## src/rtl/ahb_picomem_slave_bridge.sv

```systemverilog
// AHB-Lite slave that replays bus transfers as PicoRV32 native memory requests.
// Handles lane swapping, HSIZE strobes, wait states and two-cycle ERROR responses.
module ahb_picomem_slave_bridge #(
    parameter bit BIG_ENDIAN_AHB = 1'b1
) (
    input  logic        clk,
    input  logic        resetn,
    input  logic        hsel,
    input  logic [31:0] haddr,
    input  logic [1:0]  htrans,
    input  logic        hwrite,
    input  logic [2:0]  hsize,
    input  logic [3:0]  hprot,
    input  logic        hready,
    input  logic [31:0] hwdata,
    output logic        hreadyout,
    output logic        hresp,
    output logic [31:0] hrdata,
    output logic        mem_valid,
    output logic        mem_instr,
    input  logic        mem_ready,
    output logic [31:0] mem_addr,
    output logic [31:0] mem_wdata,
    output logic [3:0]  mem_wstrb,
    input  logic [31:0] mem_rdata
);

    typedef enum logic [2:0] {
        IDLE,
        WCAP,
        ACCESS,
        ERR1,
        ERR2
    } state_t;

    state_t      state;
    logic        accept;
    logic        legal;
    logic [3:0]  strb;
    logic [31:0] wdata_lane;
    logic [31:0] rdata_lane;
    logic        unused_ok;

    function automatic logic [31:0] swap32(input logic [31:0] d);
        return {d[7:0], d[15:8], d[23:16], d[31:24]};
    endfunction

    assign unused_ok = ^hprot[3:1];

    assign accept = (state == IDLE || state == ERR2)
                  && hsel && hready && htrans[1];

    assign wdata_lane = BIG_ENDIAN_AHB ? swap32(hwdata) : hwdata;
    assign rdata_lane = BIG_ENDIAN_AHB ? swap32(mem_rdata) : mem_rdata;

    always_comb begin
        legal = 1'b0;
        strb  = 4'b0000;
        case (hsize)
            3'd0: begin
                legal = 1'b1;
                strb  = 4'b0001 << haddr[1:0];
            end
            3'd1: begin
                legal = ~haddr[0];
                strb  = haddr[1] ? 4'b1100 : 4'b0011;
            end
            3'd2: begin
                legal = (haddr[1:0] == 2'b00);
                strb  = 4'b1111;
            end
            default: begin
                legal = 1'b0;
                strb  = 4'b0000;
            end
        endcase
    end

    always_ff @(posedge clk or negedge resetn) begin
        if (!resetn) begin
            state     <= IDLE;
            hreadyout <= 1'b1;
            hresp     <= 1'b0;
            hrdata    <= '0;
            mem_valid <= 1'b0;
            mem_instr <= 1'b0;
            mem_addr  <= '0;
            mem_wdata <= '0;
            mem_wstrb <= '0;
        end else begin
            case (state)
                IDLE, ERR2: begin
                    state     <= IDLE;
                    hreadyout <= 1'b1;
                    hresp     <= 1'b0;
                    if (accept) begin
                        hreadyout <= 1'b0;
                        if (!legal) begin
                            state <= ERR1;
                            hresp <= 1'b1;
                        end else begin
                            mem_addr  <= {haddr[31:2], 2'b00};
                            mem_instr <= ~hprot[0];
                            if (hwrite) begin
                                mem_wstrb <= strb;
                                state     <= WCAP;
                            end else begin
                                mem_wstrb <= 4'b0000;
                                mem_valid <= 1'b1;
                                state     <= ACCESS;
                            end
                        end
                    end
                end
                // hwdata is only valid in the data phase, one cycle after acceptance
                WCAP: begin
                    mem_wdata <= wdata_lane;
                    mem_valid <= 1'b1;
                    state     <= ACCESS;
                end
                ACCESS: begin
                    if (mem_ready) begin
                        mem_valid <= 1'b0;
                        hreadyout <= 1'b1;
                        state     <= IDLE;
                        if (mem_wstrb == 4'b0000) begin
                            hrdata <= rdata_lane;
                        end
                    end
                end
                ERR1: begin
                    hreadyout <= 1'b1;
                    hresp     <= 1'b1;
                    state     <= ERR2;
                end
                default: begin
                    hreadyout <= 1'b1;
                    hresp     <= 1'b0;
                    mem_valid <= 1'b0;
                    state     <= IDLE;
                end
            endcase
        end
    end

endmodule

```

## config.mk

```make
export PLATFORM = sky130hd
export DESIGN_NAME = ahb_picomem_slave_bridge
export DESIGN_NICKNAME = d
export VERILOG_FILES = /design/src/rtl/ahb_picomem_slave_bridge.sv
export SDC_FILE = /design/constraint.sdc
export NUM_CORES = 1
export LEC_CHECK = 0
export ABC_AREA = 1
export CORE_MARGIN = 10
export CORE_UTILIZATION = 50
export DETAILED_ROUTE_END_ITERATION = 8
export DONT_BUFFER_PORTS = 1
export PLACE_DENSITY = 0.66
export SLEW_MARGIN = 20
export SYNTH_ARGS = -nofsm -noshare
export SYNTH_HDL_FRONTEND = slang
export SYNTH_SLANG_ARGS = --single-unit
export TNS_END_PERCENT = 10
```

## constraint.sdc

```tcl
create_clock -name clk -period 2.98 [get_ports clk]
set_clock_uncertainty 0.15 [all_clocks]
set_input_delay 0.298 -clock clk [delete_from_list [all_inputs] [get_ports clk]]
set_output_delay 0.298 -clock clk [all_outputs]
set_load 0.01 [all_outputs]
```

==> impl_results.md, run 1 <==
- Register-to-Register Path Depth: 6
- Prevailing post-synth register cell: dfrtp_1
- DRT Wirelength: 12800 um
- Number of enable flip-flop cells after synthesis: 0
- Hold Path Stages: 4
- Relative area change from synthesis to final layout: 27.4%
- Final-stage net count: 701
- Global-route wire length before repair: 19900 um
- DRT Pass-1 Iters: 6
- Crit path required time: 3.08 ns
- Sequential cell area fraction in the yosys report: 59.7%
- Max cap viols: 0
- Combined area of the multi-input logic cells: 1520 um^2
- Number of flip-flops and latches in the synthesized netlist: 105
- Initial Utilization: 51.0%
- Area used by sequential logic in the layout: 2630 um^2
- Clock insertion delay at the later pin of the skew report: 0.35 ns
- # IOs: 215
- Average cell area after synthesis: 8.79 um^2
- Ant. Diodes: 0
- Total placed instance area: 4390 um^2
- Final setup violating endpoints: 0
- Via total after detailed routing: 3643
- End-of-flow core utilization: 65.0%
- Worst rel slew slack: 45.6%
- Clock-pin transition on the worst setup and hold timing paths: 0.10 ns
- Share of the clock period used by the worst path: 71.5%
- # H-tree levels: 3
- Least setup slack across all paths after layout: 0.849 ns
- Kind of launch point of the worst setup path: flip-flop
- Layout Cell Area excl Fill: 5610 um^2
- Number of buffers created by CTS: 9
- Routed WL per cell: 18.1 um
- Number of DRC violations after detailed-routing iteration 0: 321
- Layout cells sized above 1: 6.55%
- Die extent in y: 114 um
- DP Wirelength: 8290 um
- Overall fraction of global-route tracks in use: 18.8%
- Ratio of routed vias to standard cells: 5.18
- Most used standard cells in the synthesized netlist: nand2_1 (249), dfrtp_1 (104), nand3_1 (74)
- Chip Width: 114 um
- Run status: finished, final reports clean
- Post-synthesis cell count: 501
- Leading area contributor after synthesis: dfrtp_1
- # DRC: 0
- Detail Route Antenna Nets: 0
- Number of warnings reported in the yosys synthesis log: 0
- Area fraction of the dominant cell type after synthesis: 59.1%
- Port Buf Inserts: 0
- Antenna violations before repair: 0
- Row Count: 34
- Achievable clock frequency: 469 MHz
- Slew at the pin closest to its max-slew limit: 0.810 ns
- Number of gates given a new drive strength after cts: 0
- Max FO, Critical Path: 32
- Vias in the first global route: 3743
- Top cells by area in the synthesized netlist: dfrtp_1 (59%), nand2_1 (21%), nand3_1 (8.4%), buf_6 (2.3%), buf_2 (1.1%)
- Final count of pins violating max slew: 0
- Areal power density over the cells: 793 nW/um^2
- Root Driver: clkbuf_8
- Number of placed instances, taps included: 589
- Number of distinct library cells after synthesis: 23
- Pin count of the biggest net entering global routing: 106
- Unrepaired setup endpoints after global routing: no
- TritonCTS clock tree: done
- Sum of negative setup slack: 0 ns
- Core Region: 8640 um^2
- P_leak: 2.89 nW
- Min Clock Period, post-route: 2.13 ns
- Maximum VDD drop: 0.000436 V
- Class of the tightest hold or removal check: input pin to flip-flop
- Most frequently used cell type in the post-synthesis netlist: nand2_1
- Worst Setup End Kind: flip-flop
- Setup Crit Path Kind: flip-flop to flip-flop
- Summed instance area of the synthesized netlist: 4400 um^2
- CTS Hold Bufs: 98
- Final cell count without fillers: 703
- Clock tree sinks: 105
- Area enclosed by the die boundary: 13000 um^2
- Share of async-settable or async-resettable flops after synthesis: 100%
- Global route overflow: 0
- Arrival time of the worst setup path: 2.23 ns
- Buffers inserted by post-CTS timing repair: 0
- Max Root-Sink Buffers: 2
- Pre-CTS worst setup slack: 0.848 ns
- Fillers: 678
- Number of hold-slack violations in the final timing report: 0
- Routability Congestion: 0.748
power breakdown:
group / switching [mW] / leakage [nW] / internal [mW] / total [mW]
logic: 0.451 / 1.46 / 0.331 / 0.782
registers: 0.722 / 1.32 / 1.96 / 2.68
clock network: 0.502 / 0.111 / 0.481 / 0.983
final timing paths:
check | startpoint | to | slack, ns
max in group asynchronous | resetn | mem_wstrb[3]$_DFFE_PN0P_ | 1.90
hold / removal | hwrite | mem_wstrb[1]$_DFFE_PN0P_ | 0.05
min in group asynchronous | resetn | mem_wdata[20]$_DFFE_PN0P_ | 0.38
setup reg to reg | mem_wstrb[1]$_DFFE_PN0P_ | hrdata[3]$_DFFE_PN0P_ | 0.85
setup / recovery | mem_wstrb[1]$_DFFE_PN0P_ | hrdata[3]$_DFFE_PN0P_ | 0.85
hold reg to reg | hreadyout$_DFFE_PN1P_ | hreadyout$_DFFE_PN1P_ | 0.38
through the flow:
step                hold WS, ns  power (mW)
floorplan                -0.148        3.09
global placement         -0.145        3.31
detailed placement       -0.144        3.36
CTS                      0.0254        4.48
global route             0.0611        4.74
finish                   0.0452        4.45
final cells by class:
type	instances	share of cell area, %
well taps	108	2.41
repair buffers	104	18.6
flip-flops and latches	105	46.9
clock buffers	9	2.21
multi-input cells	355	27.1
clock inverters	7	1.76
inverters	15	1.00
state kept, by name, summed over array words and instances, names as in the netlist, 3 cells and up:
name	cells
hrdata	32
state	3
mem_addr	30
mem_wstrb	4
mem_wdata	32
layout by cell type, fill, tap and decap left out, types with 2 or more instances in the layout:
| cell | n |
|---|---|
| nand2_1 | 249 |
| dfrtp_1 | 104 |
| dlygate4sd3_1 | 97 |
| nand3_1 | 74 |
| inv_1 | 10 |
| clkbuf_8 | 9 |
| nor2_1 | 7 |
| o21ai_1 | 7 |
| buf_4 | 6 |
| inv_2 | 5 |
| nor2_4 | 4 |
| a21oi_1 | 3 |
| inv_6 | 3 |
| o21ai_0 | 2 |
| conb_1 | 2 |
| bufinv_16 | 2 |
layer usage:
layer	GRT usage [%]	vias up	routed length (um)
li1	-	1743	-
met1	20.3	1705	4770
met2	31.8	181	6210
met3	10.0	14	1590
met4	4.76	0	180
met5	0	-	0
cells by family after synthesis:
logic type      Yosys count  synth area share [%]
simple gates            340                  32.9
flops                   105                  59.7
other cells               1                0.0851
buf+inv                  42                  5.82
compound gates           13                  1.53
worst max-delay path: stages (launching register included):
cell	delay (ns)
dfrtp_1	0.48
inv_1	0.08
nand2_1	0.08
nor4_4	0.61
nand2_4	0.38
nand2_1	0.17
nand2_1	0.06
No activity file was read; power rests on OpenSTA's default activity.
==> inputs of run 2 (changes only) <==
--- a/config.mk
+++ b/config.mk
@@ -5,7 +5,7 @@
 export SDC_FILE = /design/constraint.sdc
 export NUM_CORES = 1
 export LEC_CHECK = 0
-export ABC_AREA = 1
+export ABC_AREA = 0
 export CORE_MARGIN = 10
 export CORE_UTILIZATION = 50
 export DETAILED_ROUTE_END_ITERATION = 8
==> constraint.sdc (replaced) <==
create_clock -name clk -period 2 [get_ports clk]
set_clock_uncertainty 0.15 [all_clocks]
set_input_delay 0.2 -clock clk [delete_from_list [all_inputs] [get_ports clk]]
set_output_delay 0.2 -clock clk [all_outputs]
set_load 0.01 [all_outputs]
==> run 2 against run 1 <==
Effect of this change: the run now fails in clock tree synthesis; synthesized cell count fell by 49%; area after synthesis fell by 1.8%.
==> impl_results.md, run 2 <==
- Port Buf Inserts: 0 (unchanged)
- Sequential cell area fraction in the yosys report: 60.8% (+1.1 points)
- Number of gates given a new drive strength after cts: 0 (unchanged)
- DP Wirelength: 7350 um (-11%)
- Post-synthesis cell count: 258 (-49%)
- Stop Error: [ERROR RSZ-0060] Max buffer count reached.
- Root Driver: clkbuf_8
- Row Count: 33 (-2.9%)
- CTS Hold Bufs: 101 (+3.1%)
- Max Root-Sink Buffers: 2 (unchanged)
- # IOs: 215 (unchanged)
- Largest family of logic cells by synthesized area: multiplexers
- Run status: aborted with a tool error
- Number of distinct library cells after synthesis: 34 (+48%)
- Leading area contributor after synthesis: dfrtp_1
- Stop stage: clock tree synthesis
- Prevailing post-synth register cell: dfrtp_1
- Chip Width: 113 um (-0.77%)
- Number of buffers created by CTS: 9 (unchanged)
- Initial Utilization: 52.1% (+1.1 points)
- Xor and xnor area share after synthesis: 0% (unchanged)
- Arithmetic-cell share of the synthesized area counting full adders, half adders and majority gates: 0% (unchanged)
- Number of warnings reported in the yosys synthesis log: 0 (unchanged)
- Area share of and/or/nand/nor cells after synthesis: 2.34% (-31 points)
- Average cell area after synthesis: 16.8 um^2 (+91%)
- Most used standard cells in the synthesized netlist: dfrtp_1 (104), mux2_4 (56), mux2_2 (35)
- Routability Congestion: 0.717 (-4.2%)
- Number of placed instances, taps included: 359 (-39%)
- Share of async-settable or async-resettable flops after synthesis: 100% (unchanged)
- Top cells by area in the synthesized netlist: dfrtp_1 (60%), mux2_4 (19%), mux2_2 (9.1%), buf_6 (1.6%), mux2_1 (1.3%)
- Number of flip-flops and latches in the synthesized netlist: 105 (unchanged)
- Area fraction of the dominant cell type after synthesis: 60.2% (+1.1 points)
- # H-tree levels: 3 (unchanged)
- Number of enable flip-flop cells after synthesis: 0 (unchanged)
- Buffers inserted by post-CTS timing repair: 0 (unchanged)
- Summed instance area of the synthesized netlist: 4320 um^2 (-1.8%)
- Most frequently used cell type in the post-synthesis netlist: dfrtp_1
- Mux contribution to synthesized area: 29.9% (+30 points)
- Clock tree sinks: 105 (unchanged)
- Complex-gate fraction of the synthesized area: 4.11% (+2.6 points)
- Die extent in y: 113 um (-0.77%)
-- run 2: logic make-up after synthesis --
kind of cell,Yosys count
buffers and inverters,17
other,1
and+or+nand+nor,14
DFF,105
AOI/OAI and AO/OA,25
muxes,96
-- run 2: stage by stage --
step | area [um^2] | setup slack, ns
floorplan | 4330 | 0.299
global placement | 4460 | 0.236
detailed placement | 4460 | 0.210
==> inputs of run 3 (changes only) <==
--- a/config.mk
+++ b/config.mk
@@ -7,10 +7,10 @@
 export LEC_CHECK = 0
 export ABC_AREA = 0
 export CORE_MARGIN = 10
-export CORE_UTILIZATION = 50
+export CORE_UTILIZATION = 35
 export DETAILED_ROUTE_END_ITERATION = 8
 export DONT_BUFFER_PORTS = 1
-export PLACE_DENSITY = 0.66
+export PLACE_DENSITY_LB_ADDON = 0.15
 export SLEW_MARGIN = 20
 export SYNTH_ARGS = -nofsm -noshare
 export SYNTH_HDL_FRONTEND = slang
==> run 3 against run 2 <==
Effect of this change: the run again fails in clock tree synthesis; area after synthesis is the same; synthesized cell count unchanged.
==> impl_results.md, run 3 <==
- Run status: aborted with a tool error
- Stop stage: clock tree synthesis
- Stop Error: [ERROR RSZ-0060] Max buffer count reached.
- Area fraction of the dominant cell type after synthesis: 60.2% (unchanged)
- Initial Utilization: 35.8% (-16 points)
- Number of warnings reported in the yosys synthesis log: 0 (unchanged)
- Post-synthesis cell count: 258 (unchanged)
- # H-tree levels: 3 (unchanged)
- Number of gates given a new drive strength after cts: 0 (unchanged)
- Buffers inserted by post-CTS timing repair: 0 (unchanged)
- Total placed instance area: 4520 um^2 (+1.3%)
- Root Driver: clkbuf_16
- Sequential cell area fraction in the yosys report: 60.8% (unchanged)
- Routability Congestion: 0.678 (-5.5%)
- Most frequently used cell type in the post-synthesis netlist: dfrtp_1
- Number of enable flip-flop cells after synthesis: 0 (unchanged)
- Max Root-Sink Buffers: 2 (unchanged)
- Row Count: 40 (+21%)
- Chip Width: 131 um (+16%)
- Share of async-settable or async-resettable flops after synthesis: 100% (unchanged)
- Summed instance area of the synthesized netlist: 4320 um^2 (unchanged)
- Prevailing post-synth register cell: dfrtp_1
- Most used standard cells in the synthesized netlist: dfrtp_1 (104), mux2_4 (56), mux2_2 (35)
- Die extent in y: 131 um (+16%)
- # IOs: 215 (unchanged)
- DP Wirelength: 7330 um (-0.27%)
- Clock tree sinks: 105 (unchanged)
- CTS Hold Bufs: 102 (+0.99%)
- Average cell area after synthesis: 16.8 um^2 (unchanged)
- Number of placed instances, taps included: 421 (+17%)
- Number of flip-flops and latches in the synthesized netlist: 105 (unchanged)
- Leading area contributor after synthesis: dfrtp_1
- Number of buffers created by CTS: 9 (unchanged)
- Port Buf Inserts: 0 (unchanged)
- Number of distinct library cells after synthesis: 34 (unchanged)
- Top cells by area in the synthesized netlist: dfrtp_1 (60%), mux2_4 (19%), mux2_2 (9.1%), buf_6 (1.6%), mux2_1 (1.3%)
## run 3: cell counts after synthesis
No cell type changed its count.
## run 3: through the flow
step	setup WS, ns	hold slack (ns)
floorplan	0.299	-0.246
global placement	0.157	-0.242
detailed placement	0.126	-0.242
## run 3: kinds of logic after synthesis
group                  Yosys count  share of synthesized area [%]
muxes                           96                           29.9
other                            1                         0.0867
and+or+nand+nor                 14                           2.34
AOI/OAI and AO/OA               25                           4.11
buffers and inverters           17                           2.78
DFF                            105                           60.8
